[src/rtl/fft_ram_reader.sv]
`default_nettype none
// +------------------------------------------------------------------------------+
// | fft_ram_reader: streams a block of FFT RAM words onto a valid/ready port.    |
// | Optional FFT_READER_BIT_REVERSE_EN: full-depth bit-reversed readout. Rev 1.0 |
// +------------------------------------------------------------------------------+
module fft_ram_reader #(
   parameter int DATA_WIDTH = 32,
   parameter int ADDR_WIDTH = 13
) (
   input  logic                  clk,
   input  logic                  rst_n,
   input  logic                  start,
   input  logic [ADDR_WIDTH-1:0] base_addr,
   input  logic [ADDR_WIDTH:0]   len,
   output logic                  busy,
   output logic                  done,
   output logic [ADDR_WIDTH-1:0] rd_addr,
   input  logic [DATA_WIDTH-1:0] rd_data,
   output logic [DATA_WIDTH-1:0] m_data,
   output logic                  m_valid,
   input  logic                  m_ready,
   output logic                  m_last
);

   typedef enum logic [1:0] {
      S_IDLE  = 2'd0,
      S_RUN   = 2'd1,
      S_FLUSH = 2'd2
   } state_t;

   localparam logic [ADDR_WIDTH-1:0] c_addr_one = {{(ADDR_WIDTH-1){1'b0}}, 1'b1};
   localparam logic [ADDR_WIDTH:0]   c_len_one  = {{ADDR_WIDTH{1'b0}}, 1'b1};

   state_t                 state_q, state_d;
   logic [ADDR_WIDTH-1:0]  rd_addr_q, rd_addr_d;
   logic [ADDR_WIDTH:0]    fetch_left_q, fetch_left_d;
   logic                   inflight_q, inflight_d;
   logic                   inflight_last_q, inflight_last_d;
   logic                   done_q, done_d;
   logic [1:0]             count_q, count_d;
   logic [DATA_WIDTH-1:0]  buf0_data_q, buf0_data_d;
   logic [DATA_WIDTH-1:0]  buf1_data_q, buf1_data_d;
   logic                   buf0_last_q, buf0_last_d;
   logic                   buf1_last_q, buf1_last_d;

   logic                   pop;
   logic                   fetch;
   logic                   push_to_buf1;
   logic [2:0]             occupancy;
   logic [ADDR_WIDTH:0]    xfer_len;
   logic [ADDR_WIDTH-1:0]  next_addr;

`ifdef FFT_READER_BIT_REVERSE_EN
   logic [ADDR_WIDTH-1:0]  base_q, base_d;
   logic [ADDR_WIDTH-1:0]  fetch_idx_q, fetch_idx_d;
   logic [ADDR_WIDTH-1:0]  idx_next;

   function automatic logic [ADDR_WIDTH-1:0] bitrev(input logic [ADDR_WIDTH-1:0] v);
      logic [ADDR_WIDTH-1:0] r;
      for (int i = 0; i < ADDR_WIDTH; i++) begin
         r[i] = v[ADDR_WIDTH-1-i];
      end
      return r;
   endfunction

   assign xfer_len  = {1'b1, {ADDR_WIDTH{1'b0}}};
   assign idx_next  = fetch_idx_q + c_addr_one;
   assign next_addr = base_q ^ bitrev(idx_next);
`else
   assign xfer_len  = len;
   assign next_addr = rd_addr_q + c_addr_one;
`endif

   assign m_valid   = (count_q != 2'd0);
   assign pop       = m_valid & m_ready;
   // Words already owned (buffered or in flight) after this cycle's pop must leave room.
   assign occupancy = {1'b0, count_q} + {2'b00, inflight_q} - {2'b00, pop};
   assign fetch     = (state_q == S_RUN) && (fetch_left_q != '0) && (occupancy < 3'd2);

   always_comb begin
      state_d         = state_q;
      rd_addr_d       = rd_addr_q;
      fetch_left_d    = fetch_left_q;
      inflight_d      = fetch;
      inflight_last_d = fetch && (fetch_left_q == c_len_one);
      done_d          = 1'b0;
`ifdef FFT_READER_BIT_REVERSE_EN
      base_d          = base_q;
      fetch_idx_d     = fetch_idx_q;
`endif
      case (state_q)
         S_IDLE: begin
            if (start) begin
               if (len == '0) begin
                  done_d = 1'b1;
               end else begin
                  state_d      = S_RUN;
                  rd_addr_d    = base_addr;
                  fetch_left_d = xfer_len;
`ifdef FFT_READER_BIT_REVERSE_EN
                  base_d       = base_addr;
                  fetch_idx_d  = '0;
`endif
               end
            end
         end
         S_RUN: begin
            if (fetch) begin
               fetch_left_d = fetch_left_q - c_len_one;
               rd_addr_d    = next_addr;
`ifdef FFT_READER_BIT_REVERSE_EN
               fetch_idx_d  = idx_next;
`endif
               if (fetch_left_q == c_len_one) begin
                  state_d = S_FLUSH;
               end
            end
         end
         S_FLUSH: begin
            if (pop && buf0_last_q) begin
               state_d = S_IDLE;
               done_d  = 1'b1;
            end
         end
         default: state_d = S_IDLE;
      endcase
   end

   // Head is entry 0; a pop shifts entry 1 down before any push lands.
   assign push_to_buf1 = (count_q == 2'd2) || ((count_q == 2'd1) && !pop);

   always_comb begin
      buf0_data_d = buf0_data_q;
      buf0_last_d = buf0_last_q;
      buf1_data_d = buf1_data_q;
      buf1_last_d = buf1_last_q;
      count_d     = count_q + {1'b0, inflight_q} - {1'b0, pop};
      if (pop) begin
         buf0_data_d = buf1_data_q;
         buf0_last_d = buf1_last_q;
         buf1_last_d = 1'b0;
      end
      if (inflight_q) begin
         if (push_to_buf1) begin
            buf1_data_d = rd_data;
            buf1_last_d = inflight_last_q;
         end else begin
            buf0_data_d = rd_data;
            buf0_last_d = inflight_last_q;
         end
      end
   end

   always_ff @(posedge clk or negedge rst_n) begin
      if (!rst_n) begin
         state_q         <= S_IDLE;
         rd_addr_q       <= '0;
         fetch_left_q    <= '0;
         inflight_q      <= 1'b0;
         inflight_last_q <= 1'b0;
         done_q          <= 1'b0;
         count_q         <= 2'd0;
         buf0_data_q     <= '0;
         buf1_data_q     <= '0;
         buf0_last_q     <= 1'b0;
         buf1_last_q     <= 1'b0;
`ifdef FFT_READER_BIT_REVERSE_EN
         base_q          <= '0;
         fetch_idx_q     <= '0;
`endif
      end else begin
         state_q         <= state_d;
         rd_addr_q       <= rd_addr_d;
         fetch_left_q    <= fetch_left_d;
         inflight_q      <= inflight_d;
         inflight_last_q <= inflight_last_d;
         done_q          <= done_d;
         count_q         <= count_d;
         buf0_data_q     <= buf0_data_d;
         buf1_data_q     <= buf1_data_d;
         buf0_last_q     <= buf0_last_d;
         buf1_last_q     <= buf1_last_d;
`ifdef FFT_READER_BIT_REVERSE_EN
         base_q          <= base_d;
         fetch_idx_q     <= fetch_idx_d;
`endif
      end
   end

   assign busy    = (state_q != S_IDLE);
   assign done    = done_q;
   assign rd_addr = rd_addr_q;
   assign m_data  = buf0_data_q;
   assign m_last  = m_valid & buf0_last_q;

endmodule
`default_nettype wire

[config.mk]
export PLATFORM = sky130hd
export DESIGN_NAME = fft_ram_reader
export DESIGN_NICKNAME = d
export VERILOG_FILES = /design/src/rtl/fft_ram_reader.sv
export SDC_FILE = /design/constraint.sdc
export NUM_CORES = 1
export LEC_CHECK = 0
export CORE_ASPECT_RATIO = 1.4
export CORE_MARGIN = 2
export CORE_UTILIZATION = 25
export DETAILED_ROUTE_END_ITERATION = 12
export SYNTH_ARGS = -nofsm -noshare
export SYNTH_HDL_FRONTEND = slang
export SYNTH_SLANG_ARGS = --single-unit
[constraint.sdc]
create_clock -name clk -period 4.09 [get_ports clk]
set_clock_uncertainty 0.05 [all_clocks]
set_input_delay 0.818 -clock clk [delete_from_list [all_inputs] [get_ports clk]]
set_output_delay 0.818 -clock clk [all_outputs]
set_load 0.02 [all_outputs]
==> summary.json <==
{
  "clocking": {
    "holdBufCountCts": 0,
    "cts_inserted_buffers": 9,
    "cts.repair.resized": 0,
    "cts_sinks": 100,
    "cts_tree": "built",
    "post_cts_buffers": 0,
    "clkTransAtPathRegs_ns": 0.07,
    "clock_tree.htree_level_count": 3,
    "clockBufferDepth": 2,
    "worstSkewPairLatency_ns": 0.35,
    "clockRootBuffer": "sky130_fd_sc_hd__clkbuf_16"
  },
  "placed_design": {
    "io_buffer_count": 111,
    "placedInstanceArea_um2": 6240,
    "routabilityCongestion": 0.8510,
    "hpwlAfterDp_um": 9226,
    "place_ws_ns": 0.1605
  },
  "logic_synthesis": {
    "netlist-cell-type-count": 56,
    "synth_seq_cells": 100,
    "synth_top_cell_by_area": "sky130_fd_sc_hd__dfrtp_1",
    "synth.avg_cell_area_um2": 9.635,
    "synth_async_sr_flop_share_pct": 100.0,
    "synth.top_cells.by_area": "sky130_fd_sc_hd__dfrtp_1, sky130_fd_sc_hd__mux2_2, sky130_fd_sc_hd__nand2_1",
    "net_count_after_synthesis": 573,
    "synth_largest_type_area_fraction_pct": 51.53,
    "synthCells": 504,
    "post_synthesis_instance_area_um2": 4856,
    "synth-edff-count": 0,
    "synth_top_flop_cell": "sky130_fd_sc_hd__dfrtp_1",
    "portion_of_the_post_synthesis_area_used_by_sequential_elements_pct": 51.53,
    "synthesis.yosys.warnings": 0
  },
  "floorplanning": {
    "die_height_um": 168.9,
    "fp-row-count": 60,
    "floorplan.die_area_um2": 20570,
    "fp.coreArea_um2": 19140,
    "initial_utilization_pct": 25.37,
    "fp.dieW_um": 121.8,
    "floorplan.io_pins": 112
  },
  "grt": {
    "antenna_found_initial": 0,
    "global_route_wire_length_before_repair_um": 21730,
    "grt_pass1_vias": 4113,
    "grt_start_max_net_pins": 101,
    "grt_remaining_overflow": 0,
    "groute.usage.overall_pct": 13.37
  },
  "sta": {
    "layout_worst_path_cycle_share_pct": 85.89,
    "final.min_clock_period_ns": 3.513,
    "worst_slack_ns": 0.5771,
    "max-slew-margin-rel_pct": 36.29,
    "endpoints_failing_hold": 0,
    "max_freq_mhz": 284.7,
    "fin_setup_tns_ns": 0,
    "setup_viol": 0,
    "grt_setup_unrepaired": "no",
    "worst-slew-pin-transition_ns": 0.9513,
    "pins_over_their_slew_limit": 0,
    "hold_slack_ns": 0.4548
  },
  "critical_path": {
    "cp_slowest_stage_delay_ns": 0.48,
    "cp_delay_by_family_top": "simple AND/OR/NAND/NOR gates",
    "critPathRequiredTime_ns": 4.26,
    "timing.critical_path.slowest_stage_cell": "sky130_fd_sc_hd__clkdlybuf4s50_1",
    "critical_path_cell_list": "clkdlybuf4s50_1 -> and2_1 -> nand2_1 -> o21ai_0 -> ha_1 -> fa_1 -> xnor2_1 -> or2_2 -> nor2_1 -> nand3_1 -> o311ai_0",
    "critPathArrivalTime_ns": 3.69,
    "critPathCaptureType": "flop",
    "crit_path_max_fanout": 8,
    "timing.critical_path.buf_inv": 1,
    "setup.worst_path.class": "in -> reg",
    "critical_path.startpoint_type": "input port",
    "reg2reg_setup_slack_ns": 0.79
  },
  "finish": {
    "layout-area-overhead-vs-synth_pct": 35.22,
    "finish.net_count": 673,
    "final_layout_size_suffix_gt1_share_pct": 11.33,
    "final_common_cell": "sky130_fd_sc_hd__clkdlybuf4s50_1",
    "commonest_non_fill_non_tap_cells_in_the_layout": "sky130_fd_sc_hd__clkdlybuf4s50_1, sky130_fd_sc_hd__dfrtp_1, sky130_fd_sc_hd__nand2_1",
    "insertedDiodeCount": 0,
    "stdcell_area_um2": 6566
  },
  "power": {
    "cellLeakagePower_nw": 2.656,
    "vdd_drop_max_mv": 0.3101,
    "power_density_nw_per_um2": 772.4
  },
  "worst_hold_path": {
    "min_path_type": "reg -> reg"
  },
  "detailed_routing": {
    "routed_via_density": 4.995,
    "via_count": 4281,
    "ant_nets": 0,
    "routed_wl_um": 13700,
    "detail_route.iter0.violations": 360,
    "drt_pass1_iterations": 5,
    "remaining_drc_errors": 0,
    "avgRoutedWirePerCell_um": 15.99
  },
  "run_status": {
    "outcome": "finished clean"
  },
  "run": {
    "cap_violations": 0
  }
}
## area by class of cell
type / count / area [um^2]
inverters: 8 / 30.03
multi-input cells: 363 / 2193
flip-flops and latches: 100 / 2502
fillers: 1943 / 12580
clock buffers: 11 / 242.7
clock inverters: 5 / 83.83
repair buffers: 122 / 1204
well taps: 248 / 310.3
## worst paths after layout
| check | startpoint | to | depth (start not counted) |
|---|---|---|---|
| setup / recovery | m_ready | rd_addr[9] | 11 |
| hold / removal | buf1_data_q[3] | buf1_data_q[3] | 1 |
| setup reg to reg | count_q[1] | rd_addr[9] | 11 |
| hold reg to reg | buf1_data_q[3] | buf1_data_q[3] | 1 |
| max in group asynchronous | rst_n | buf1_data_q[28] | 2 |
| min in group asynchronous | rst_n | m_data[7] | 2 |
## Yosys cell counts, types with 3 or more instances
cell type,instances
sky130_fd_sc_hd__a21oi_1,17
sky130_fd_sc_hd__mux2_2,32
sky130_fd_sc_hd__nand4_1,5
sky130_fd_sc_hd__a22oi_1,4
sky130_fd_sc_hd__nor2_1,55
sky130_fd_sc_hd__o311ai_0,4
sky130_fd_sc_hd__o211ai_1,4
sky130_fd_sc_hd__a31oi_1,36
sky130_fd_sc_hd__o31ai_1,5
sky130_fd_sc_hd__a311oi_1,5
sky130_fd_sc_hd__inv_1,7
sky130_fd_sc_hd__xnor2_1,3
sky130_fd_sc_hd__o21ai_0,8
sky130_fd_sc_hd__nor4_1,6
sky130_fd_sc_hd__a211oi_1,3
sky130_fd_sc_hd__a41oi_1,3
sky130_fd_sc_hd__nand3_1,19
sky130_fd_sc_hd__clkbuf_1,28
sky130_fd_sc_hd__and3_1,6
sky130_fd_sc_hd__dfrtp_1,100
sky130_fd_sc_hd__or3_1,4
sky130_fd_sc_hd__o22ai_1,4
sky130_fd_sc_hd__and4_1,3
sky130_fd_sc_hd__ha_1,5
sky130_fd_sc_hd__nor3_1,9
sky130_fd_sc_hd__nand2_1,87
## power breakdown
part	switching, mW	internal, mW
Combinational	1.24	1.07
Sequential	0.362	1.46
Clock	0.386	0.556
Total	1.99	3.08
## metrics by stage
stage                     util [%]  std cells  power, mW
after floorplan                  -        504      3.196
after global placement       32.59        841      4.108
after detailed placement     32.59        841      4.152
after CTS                    34.30        857      5.122
after global routing         34.30        857      5.427
final                        34.30        857      5.072
## per-layer routing
metal | vias up | GRT usage, % | share of wire [%]
li1 | 2031 | - | -
met5 | - | 0 | 0
met1 | 2071 | 17.35 | 45
met2 | 169 | 21.76 | 47
met4 | 0 | 4.548 | 1.0
met3 | 10 | 3.133 | 6.9
## cells by family after synthesis
family                   after synthesis  synth area share, %
multiplexers                          32                7.421
AND/OR/NAND/NOR                      213                20.07
buffers and inverters                 41                3.453
AO/OA/AOI/OAI                        109                15.28
flip-flops                           100                51.53
XOR/XNOR                               3               0.5412
adder cells (fa/ha/maj)                6                1.701
## registers in the layout, indices dropped and copies added, names as in the netlist
register	flops
buf1_last_q	1
buf0_last_q	1
buf1_data_q	32
m_data	32
rd_addr	13
count_q	2
done	1
fetch_left_q	14
state_q	2
inflight_last_q	1
inflight_q	1
Power figures use the tool's default switching activity.
